==> src/rtl/lt24_pkg.sv <==
// Shared types and defaults for the LT24 image scanner.
package lt24_pkg;

   typedef logic [15:0] pixel_t;  // RGB565

   localparam int unsigned LCD_WIDTH_DEFAULT  = 240;
   localparam int unsigned LCD_HEIGHT_DEFAULT = 320;
   localparam pixel_t      BACK_COLOR_DEFAULT = 16'h0000;

   typedef enum logic [1:0] {
      StIdle,
      StFetch,
      StPresent
   } state_t;

   // 10-bit compare so the window end sums cannot overflow
   function automatic logic in_window(input logic [9:0] px, input logic [9:0] py,
                                      input logic [9:0] x0, input logic [9:0] w,
                                      input logic [9:0] y0, input logic [9:0] h);
      return (px >= x0) && (px < x0 + w) && (py >= y0) && (py < y0 + h);
   endfunction

endpackage

==> src/rtl/lt24_raster_counter.sv <==
// Row-major raster position with window flag and incremental ROM address.
module lt24_raster_counter
   import lt24_pkg::*;
#(
   parameter int unsigned LCD_WIDTH      = LCD_WIDTH_DEFAULT,
   parameter int unsigned LCD_HEIGHT     = LCD_HEIGHT_DEFAULT,
   parameter int unsigned PIC_X_START    = 10,
   parameter int unsigned PIC_Y_START    = 10,
   parameter int unsigned PIC_WIDTH      = 200,
   parameter int unsigned PIC_HEIGHT     = 270,
   parameter int unsigned ROM_ADDR_WIDTH = 16
) (
   input  logic                      clock,
   input  logic                      reset,
   input  logic                      step,
   output logic [7:0]                x,
   output logic [8:0]                y,
   output logic [ROM_ADDR_WIDTH-1:0] rom_addr,
   output logic                      in_win,
   output logic                      next_in_win,
   output logic                      last_pixel
);

   localparam logic [7:0] X_LAST = 8'(LCD_WIDTH - 1);
   localparam logic [8:0] Y_LAST = 9'(LCD_HEIGHT - 1);
   localparam logic [9:0] WIN_X0 = 10'(PIC_X_START);
   localparam logic [9:0] WIN_W  = 10'(PIC_WIDTH);
   localparam logic [9:0] WIN_Y0 = 10'(PIC_Y_START);
   localparam logic [9:0] WIN_H  = 10'(PIC_HEIGHT);
   localparam logic [ROM_ADDR_WIDTH-1:0] ADDR_ONE = {{(ROM_ADDR_WIDTH-1){1'b0}}, 1'b1};

   logic [7:0] x_nxt;
   logic [8:0] y_nxt;

   // Next raster position with column and frame wrap
   always_comb begin
      x_nxt = x + 8'd1;
      y_nxt = y;
      if (x == X_LAST) begin
         x_nxt = '0;
         y_nxt = (y == Y_LAST) ? '0 : y + 9'd1;
      end
   end

   assign last_pixel  = (x == X_LAST) && (y == Y_LAST);
   assign in_win      = in_window({2'b00, x}, {1'b0, y}, WIN_X0, WIN_W, WIN_Y0, WIN_H);
   assign next_in_win = in_window({2'b00, x_nxt}, {1'b0, y_nxt}, WIN_X0, WIN_W, WIN_Y0, WIN_H);

   // Advance position; ROM address counts accepted window pixels, cleared at frame end
   always_ff @(posedge clock or posedge reset) begin
      if (reset) begin
         x        <= '0;
         y        <= '0;
         rom_addr <= '0;
      end else if (step) begin
         x <= x_nxt;
         y <= y_nxt;
         if (last_pixel) begin
            rom_addr <= '0;
         end else if (in_win) begin
            rom_addr <= rom_addr + ADDR_ONE;
         end
      end
   end

endmodule

==> src/rtl/lt24_image_scanner.sv <==
// Raster pixel source for LT24Display: window pixels from a synchronous ROM, back colour elsewhere.
module lt24_image_scanner
   import lt24_pkg::*;
#(
   parameter int unsigned LCD_WIDTH      = LCD_WIDTH_DEFAULT,
   parameter int unsigned LCD_HEIGHT     = LCD_HEIGHT_DEFAULT,
   parameter int unsigned PIC_X_START    = 10,
   parameter int unsigned PIC_Y_START    = 10,
   parameter int unsigned PIC_WIDTH      = 200,
   parameter int unsigned PIC_HEIGHT     = 270,
   parameter int unsigned ROM_ADDR_WIDTH = 16,
   parameter int unsigned ROM_LATENCY    = 1,
   parameter pixel_t      BACK_COLOR     = BACK_COLOR_DEFAULT,
   parameter bit          CONTINUOUS     = 1'b1
) (
   input  logic                      clock,
   input  logic                      reset,
   input  logic                      enable,
   output logic [ROM_ADDR_WIDTH-1:0] romAddr,
   input  pixel_t                    romData,
   output logic [7:0]                xAddr,
   output logic [8:0]                yAddr,
   output pixel_t                    pixelData,
   output logic                      pixelWrite,
   input  logic                      pixelReady,
   output logic                      frameDone,
   output logic                      busy
);

   localparam int unsigned LAT_W = $clog2(ROM_LATENCY + 1);
   localparam logic [LAT_W-1:0] LAT_LAST = LAT_W'(ROM_LATENCY);
   localparam logic [LAT_W-1:0] LAT_ONE  = LAT_W'(1);

   if (PIC_X_START + PIC_WIDTH > LCD_WIDTH) begin : g_bad_x
      $error("picture window exceeds LCD width");
   end
   if (PIC_Y_START + PIC_HEIGHT > LCD_HEIGHT) begin : g_bad_y
      $error("picture window exceeds LCD height");
   end
   if ((64'(PIC_WIDTH) * 64'(PIC_HEIGHT)) > (64'd1 << ROM_ADDR_WIDTH)) begin : g_bad_rom
      $error("picture does not fit the ROM address space");
   end
   if (LCD_WIDTH > 256 || LCD_HEIGHT > 512 || ROM_LATENCY < 1) begin : g_bad_geom
      $error("unsupported LCD size or ROM latency");
   end

   state_t           state;
   logic [LAT_W-1:0] lat_cnt;
   logic             step;
   logic             in_win;
   logic             next_in_win;
   logic             last_pixel;

   // Pixel accepted by the display this cycle
   assign step = (state == StPresent) && pixelWrite && pixelReady;

   lt24_raster_counter #(
      .LCD_WIDTH      (LCD_WIDTH),
      .LCD_HEIGHT     (LCD_HEIGHT),
      .PIC_X_START    (PIC_X_START),
      .PIC_Y_START    (PIC_Y_START),
      .PIC_WIDTH      (PIC_WIDTH),
      .PIC_HEIGHT     (PIC_HEIGHT),
      .ROM_ADDR_WIDTH (ROM_ADDR_WIDTH)
   ) u_raster (
      .clock       (clock),
      .reset       (reset),
      .step        (step),
      .x           (xAddr),
      .y           (yAddr),
      .rom_addr    (romAddr),
      .in_win      (in_win),
      .next_in_win (next_in_win),
      .last_pixel  (last_pixel)
   );

   // Scanner FSM with ROM wait counter and registered pixel outputs
   always_ff @(posedge clock or posedge reset) begin
      if (reset) begin
         state      <= StIdle;
         lat_cnt    <= '0;
         pixelData  <= BACK_COLOR;
         pixelWrite <= 1'b0;
         frameDone  <= 1'b0;
         busy       <= 1'b0;
      end else begin
         frameDone <= 1'b0;
         case (state)
            StIdle: begin
               if (enable) begin
                  busy    <= 1'b1;
                  lat_cnt <= '0;
                  if (in_win) begin
                     state <= StFetch;
                  end else begin
                     state      <= StPresent;
                     pixelData  <= BACK_COLOR;
                     pixelWrite <= 1'b1;
                  end
               end
            end
            StFetch: begin
               // romAddr is held steady while the ROM read completes
               if (lat_cnt == LAT_LAST) begin
                  pixelData  <= romData;
                  pixelWrite <= 1'b1;
                  state      <= StPresent;
               end else begin
                  lat_cnt <= lat_cnt + LAT_ONE;
               end
            end
            StPresent: begin
               if (pixelReady) begin
                  lat_cnt <= '0;
                  if (last_pixel) begin
                     frameDone <= 1'b1;
                  end
                  if (last_pixel && !(CONTINUOUS || enable)) begin
                     state      <= StIdle;
                     pixelWrite <= 1'b0;
                     busy       <= 1'b0;
                  end else if (next_in_win) begin
                     state      <= StFetch;
                     pixelWrite <= 1'b0;
                  end else begin
                     // Background pixels stream back to back
                     pixelData <= BACK_COLOR;
                  end
               end
            end
            default: state <= StIdle;
         endcase
      end
   end

endmodule

==> config.mk <==
export PLATFORM = sky130hd
export DESIGN_NAME = lt24_image_scanner
export DESIGN_NICKNAME = d
export VERILOG_FILES = /design/src/rtl/lt24_pkg.sv /design/src/rtl/lt24_raster_counter.sv /design/src/rtl/lt24_image_scanner.sv
export SDC_FILE = /design/constraint.sdc
export NUM_CORES = 1
export LEC_CHECK = 0
export BUFFER_PORTS_ARGS = -buffer_cell sky130_fd_sc_hd__buf_4
export CORE_MARGIN = 2
export CORE_UTILIZATION = 49
export CTS_CLUSTER_SIZE = 25
export DETAILED_ROUTE_END_ITERATION = 8
export MAX_ROUTING_LAYER = met4
export PLACE_DENSITY_LB_ADDON = 0.05
export SETUP_SLACK_MARGIN = 0.02
export SYNTH_ARGS = -nofsm -noshare
export SYNTH_HDL_FRONTEND = slang
export SYNTH_SLANG_ARGS = --single-unit
==> constraint.sdc <==
create_clock -name clock -period 2.5 [get_ports clock]
set_clock_uncertainty 0.05 [all_clocks]
set_input_delay 0.125 -clock clock [delete_from_list [all_inputs] [get_ports clock]]
set_output_delay 0.125 -clock clock [all_outputs]
set_load 0.02 [all_outputs]
==> impl_metrics.csv, run 1 <==
group,metric,value,unit
hold_path,hp-class,"in2reg",
finish,final_area,0.00432,mm²
global_routing,track_usage,23.6,%
clocking,cts.path.max_buffers,2,
power_and_ir_drop,pwr-share-clk,23.3,%
setup_path,end_kind,"flop",
power_and_ir_drop,p_sw_share,33.5,%
power_and_ir_drop,vdd_drop_max,320,µV
placement,io_buffers,71,
synth,synth.distinct_cells,56,
placement,place_congestion,0.935,
detailed_routing,route.detailed.drc,0,
global_routing,grt_pass1_vias,2873,
floorplan,initial_core_util,50.8,%
sta,hold_ws,0.104,ns
detailed_routing,dr_wl_met3,493,µm
power_and_ir_drop,internal-power,1.49,mW
sta,fin_crit,2.43,ns
sta,drv_slew,0,
sta,maxSlewHeadroom,62.3,%
synth,ys_top_cells_by_count,"dfrtp_1 (55), nand2_1 (55), nor2_1 (26), o21ai_0 (26), o21ai_1 (16)",
setup_path,worstPathRequired,2.69,ns
synth,syn_inst,361,
sta,tns,0,ns
setup_path,cp_max_fo,8,
synth,syn_area,0.00325,mm²
sta,worst_pin_slew,0.564,ns
detailed_routing,wl_met2,4070,µm
floorplan,die-area,0.00729,mm²
synth,async_flop_share,100,%
clocking,cts-htree-levels,2,
synth,ys_top_cells_by_area,"dfrtp_1 (42%), nand2_1 (6.4%), o21ai_0 (4.0%)",
synth,synth_flop_cell,"dfrtp_1",
clocking,cts_tree,"done",
global_routing,overflow,0,
synth,synth_top_area_share,42.4,%
global_routing,antenna_found_initial,0,
sta,fin_crit_sh,97.2,%
finish,fin_nets,485,
clocking,clk_latency,0.31,ns
detailed_routing,first_pass_iters,7,
power_and_ir_drop,finalPower,2.24,mW
setup_path,cp_data_arrival_time,2.62,ns
synth,synth_edf_count,0,
detailed_routing,route.antenna.remaining_nets,0,
synth,yosysWarnings,0,
detailed_routing,wl_met1,3780,µm
synth,synth_seq_cells,55,
placement,post_dp_cell_area,0.00397,mm²
job,drv_cap,0,
power_and_ir_drop,power_density,519,mW/mm²
clocking,numCtsBuffers,5,
detailed_routing,vias,3090,
synth,syn_avg_cell_area,8.99,µm²
power_and_ir_drop,leakagePower,1.95,nW
power_and_ir_drop,pwr-share-comb,31.2,%
power_and_ir_drop,seqPwrFrac,45.6,%
floorplan,rows,29,
detailed_routing,drt_iter0_markers,265,
synth,synth_nets,385,
finish,area_growth,33.0,%
sta,finalHoldViolations,0,
detailed_routing,routed_wl,8380,µm
setup_path,critPathKind,"reg2reg",
detailed_routing,vias_per_cell,5.73,
floorplan,core_area,0.00639,mm²
placement,hpwl,5790,µm
detailed_routing,routed.top_layer,"met4",
synth,yosysSeqAreaShare,42.4,%
floorplan,die_w,85.4,µm
finish,layout-drive-gt1-share,33.5,%
global_routing,grt_start_max_net_pins,30,
setup_path,start_kind,"flop",
finish,nFillCells,522,
run_status,outcome,"finished, final reports clean",
clocking,root_buffer,"clkbuf_8",
floorplan,ios,72,
floorplan,dieHeight,85.4,µm
detailed_routing,routedWlPerCell,15.6,µm
global_routing,grt_pass1_wl,13600,µm
sta,setup_violations,0,
power_and_ir_drop,p_sw,0.750,mW
sta,fmax,412,MHz
synth,yosys.area.top_type,"dfrtp_1",
clocking,cts.clk_slew.worst_paths,0.10,ns
clocking,cts_sinks,55,
finish,diodes,0,
==> stage by stage <==
| step | util (%) | cells | setup slack (ns) |
|---|---|---|---|
| 2_1_floorplan | - | 361 | 0.0528 |
| 3_3_place_gp | 62.2 | 515 | 0.0428 |
| 3_5_place_dp | 62.2 | 515 | -0.158 |
| 4_1_cts | 65.5 | 533 | 0.0240 |
| 5_1_grt | 67.6 | 539 | -0.0187 |
| 6_report | 67.6 | 539 | 0.0699 |
==> placed cells by master (no fill, tap or decap), types with 7 or more instances in the layout <==
cell type / netlist / final
nor2b_1: 8 / 8
nand2_1: 55 / 54
dfrtp_2: 0 / 7
inv_1: 8 / 7
nor2_1: 26 / 26
mux2_2: 10 / 10
nor3_1: 8 / 8
and3_1: 8 / 8
nand3_1: 15 / 12
o21ai_1: 16 / 16
dfrtp_1: 55 / 48
nand4_1: 8 / 8
nand3b_1: 8 / 8
a21oi_1: 11 / 10
o21ai_0: 26 / 26
buf_4: 5 / 102
xor2_1: 12 / 12
dlygate4sd3_1: 0 / 9
==> power by group through the flow <==
stage / Sequential, mW / Clock [mW] / Combinational [mW]
final: 1.02 / 0.521 / 0.699
after global routing: 1.03 / 0.568 / 0.761
after CTS: 1.01 / 0.534 / 0.661
after detailed placement: 1.02 / 0 / 0.642
after global placement: 1.02 / 0 / 0.634
after floorplan: 1.05 / 0 / 0.368
==> cell type report <==
cell class | count | area [µm²] | share of cell area (%)
clock buffers | 7 | 86.3 | 2.00
clock inverters | 1 | 8.76 | 0.203
inverters | 8 | 30.0 | 0.696
multi-input cells | 279 | 1830 | 42.5
flip-flops and latches | 55 | 1390 | 32.1
well taps | 77 | 96.3 | 2.23
repair buffers | 112 | 876 | 20.3
==> critical path, cell delays in order (launching register included) <==
cell and delay [ns]:
dfrtp_2 0.43, ha_4 0.17, nand4b_1 0.19, nor4_2 0.35, o32ai_2 0.14, and3_1 0.20, and4_2 0.27, o311a_4 0.41
o21ai_1 0.15
==> state kept, by name, summed over array words and instances (netlist names) <==
signal and flops:
state 2, u_raster.rom_addr 16, pixelWrite 1, pixelData 16, busy 1, frameDone 1, lat_cnt 1, u_raster.x 8
u_raster.y 9
==> cell families after synthesis <==
family | after synthesis | synth area share (%)
AOI/OAI and AO/OA | 81 | 17.0
xor gates and xnor gates | 18 | 4.86
adders and majority gates | 4 | 1.54
buffers and inverters | 27 | 4.05
DFF | 55 | 42.4
muxes | 11 | 3.78
and+or+nand+nor | 165 | 26.3
==> worst paths after layout <==
check | start | to | slack [ns] | depth (start not counted)
worst min register to register | busy | busy | 0.44 | 1
worst max register to register | u_raster.x[1] | pixelData[6] | 0.07 | 8
max in group asynchronous | reset | u_raster.y[2] | 1.46 | 4
worst max-delay path | u_raster.x[1] | pixelData[6] | 0.07 | 8
worst min-delay path | romData[2] | pixelData[2] | 0.10 | 4
min in group asynchronous | reset | pixelData[2] | 0.38 | 3
==> per-layer routing <==
layer	global-route usage (%)	vias up
li1	-	1497
met1	32.3	1474
met2	37.2	113
met3	3.21	6
met4	6.06	0
met5	-	-
==> timing repair <==
item | 4_1_cts | 5_1_grt
gates cloned | 0 | 0
hold buffers | 9 | 0
gates resized for setup | 4 | 21
buffers inserted | 1 | 6
hold endpoints to repair | 34 | 0
setup endpoints to repair | 17 | 30
pin swaps | 3 | 7
(Power assumes the default switching activity.)
==> run 2, diff against run 1 <==
--- a/config.mk
+++ b/config.mk
@@ -5,11 +5,11 @@
 export SDC_FILE = /design/constraint.sdc
 export NUM_CORES = 1
 export LEC_CHECK = 0
-export BUFFER_PORTS_ARGS = -buffer_cell sky130_fd_sc_hd__buf_4
 export CORE_MARGIN = 2
-export CORE_UTILIZATION = 49
+export CORE_UTILIZATION = 64
 export CTS_CLUSTER_SIZE = 25
 export DETAILED_ROUTE_END_ITERATION = 8
+export DONT_BUFFER_PORTS = 1
 export MAX_ROUTING_LAYER = met4
 export PLACE_DENSITY_LB_ADDON = 0.05
 export SETUP_SLACK_MARGIN = 0.02
==> constraint.sdc (replaced) <==
create_clock -name clock -period 2.6 [get_ports clock]
set_clock_uncertainty 0.05 [all_clocks]
set_input_delay 0.13 -clock clock [delete_from_list [all_inputs] [get_ports clock]]
set_output_delay 0.13 -clock clock [all_outputs]
set_load 0.02 [all_outputs]
==> run 2 against run 1 <==
Combinational power shrank 16%; final cell count shrank 14%; hold slack got worse by 0.084 ns; power decreased by 5.3%; setup slack improved by 0.018 ns; clock-buffer cell count decreased by 1; non-clock buffer count shrank 66.
==> impl_metrics.csv, run 2 (synthesized netlist as in run 1, its figures left out) <==
group,metric,value,unit
run_status,outcome,"finished, final reports clean",
finish,diodes,0,
hold_path,hp-class,"in2reg",
setup_path,slowest_stage,"dfrtp_1",
detailed_routing,drt_iter0_markers,290,
sta,setup_violations,0,
detailed_routing,vias_per_cell,6.20,
floorplan,dieHeight,75.2,µm
setup_path,critPathKind,"reg2reg",
floorplan,initial_core_util,67.4,%
global_routing,grt_pass1_wl,12600,µm
placement,io_buffers,0,
setup_path,critPathTopFamily,"compound AO/OA/AOI/OAI gates",
clocking,cts-htree-levels,2,
finish,final_common_cell,"nand2_1",
detailed_routing,route.antenna.remaining_nets,0,
finish,layout_common_cells,"nand2_1 (55), dfrtp_1 (54), buf_4 (36), nor2_1 (26), o21ai_0 (26)",
global_routing,track_usage,30.3,%
clocking,numCtsBuffers,5,
global_routing,antenna_found_initial,0,
setup_path,start_kind,"flop",
power_and_ir_drop,vdd_drop_max,428,µV
power_and_ir_drop,power_density,569,mW/mm²
sta,maxSlewHeadroom,62.3,%
floorplan,die_w,75.2,µm
global_routing,overflow,0,
setup_path,cp_data_arrival_time,2.69,ns
placement,post_dp_cell_area,0.00348,mm²
global_routing,grt_start_max_net_pins,29,
sta,drv_slew,0,
placement,place_congestion,0.967,
clocking,cts_tree,"done",
clocking,root_buffer,"clkbuf_8",
finish,fin_nets,419,
finish,nFillCells,358,
sta,worst_pin_slew,0.565,ns
sta,tns,0,ns
detailed_routing,route.detailed.drc,0,
setup_path,end_kind,"flop",
finish,reg_top3,"pixelData: 16 flops, u_raster.rom_addr: 16 flops, u_raster.y: 9 flops",
finish,area_growth,15.0,%
detailed_routing,routed_wl,8210,µm
floorplan,rows,25,
detailed_routing,first_pass_iters,5,
floorplan,core_area,0.00482,mm²
power_and_ir_drop,leakagePower,1.61,nW
setup_path,cp_max_fo,8,
setup_path,cp_slowest_stage_delay,0.55,ns
setup_path,crit_buf_inv,1,
floorplan,ios,72,
finish,final_area,0.00373,mm²
setup_path,crit_chain,"and4_1 -> nand4_1 -> o21ai_0 -> o311a_1 -> a21oi_1 -> o31a_1 -> buf_4 -> o21ai_1",
finish,layout-drive-gt1-share,18.2,%
power_and_ir_drop,finalPower,2.12,mW
detailed_routing,vias,2869,
clocking,cts.clk_slew.worst_paths,0.10,ns
detailed_routing,routedWlPerCell,17.7,µm
clocking,clk_latency,0.31,ns
clocking,cts_sinks,55,
global_routing,grt_pass1_vias,2589,
job,drv_cap,0,
sta,fin_crit,2.51,ns
setup_path,worstPathRequired,2.78,ns
clocking,cts.path.max_buffers,2,
finish,fin_cells,463,
floorplan,die-area,0.00566,mm²
sta,finalHoldViolations,0,
placement,hpwl,5640,µm
placement,dp_cells,443,
sta,fmax,398,MHz
sta,hold_ws,0.0202,ns
sta,fin_crit_sh,96.6,%
run 2: what timing repair did:
action	CTS	global route
endpoints found under the hold margin	36	0
resized for setup	0	6
buffers inserted	0	2
endpoints found under the setup margin	0	17
hold buffers	10	0
run 2: final cells by class:
cell class	count	area, µm²	share of cell area [%]
clock buffer	6	72.6	1.94
clock inverter	2	38.8	1.04
inverter	8	30.0	0.804
multi-input combinational	279	1760	47.2
sequential	55	1380	36.9
tap	67	83.8	2.25
timing repair buffer	46	370	9.92
run 2: stage by stage:
stage	setup slack, ns	util, %
after floorplan	0.153	-
after global placement	0.176	72.3
after CTS	0.0410	76.7
final	0.0882	77.5
after detailed placement	0.0728	72.3
after global routing	-0.0736	77.5
run 2: layer usage:
| metal | vias to the layer above | global-route usage (%) | wire (µm) |
|---|---|---|---|
| met5 | - | - | 0 |
| met2 | 120 | 45.3 | 3830 |
| li1 | 1355 | - | - |
| met1 | 1378 | 42.4 | 3670 |
| met4 | 0 | 7.60 | 153 |
| met3 | 16 | 6.56 | 554 |
run 2: tightest hold or removal path: stages:
cell and delay, ns:
mux2_2 0.12, nand2_1 0.04, o21ai_1 0.06
run 2: where the power goes:
group	switching, mW	total [mW]	internal [mW]
Sequential	0.0615	0.960	0.898
Combinational	0.345	0.588	0.243
Clock	0.284	0.575	0.292
run 2: path summary, 6_finish.rpt:
| kind | startpoint | end | slack (ns) | cells after the start |
|---|---|---|---|---|
| max in group asynchronous | reset | u_raster.x[3] | 1.43 | 3 |
| worst min register to register | state[1] | lat_cnt | 0.51 | 1 |
| min in group asynchronous | reset | u_raster.rom_addr[5] | 0.27 | 2 |
| worst min-delay path | romData[2] | pixelData[2] | 0.02 | 3 |
| worst max-delay path | u_raster.y[4] | pixelData[0] | 0.09 | 8 |
| worst max register to register | u_raster.y[4] | pixelData[0] | 0.09 | 8 |
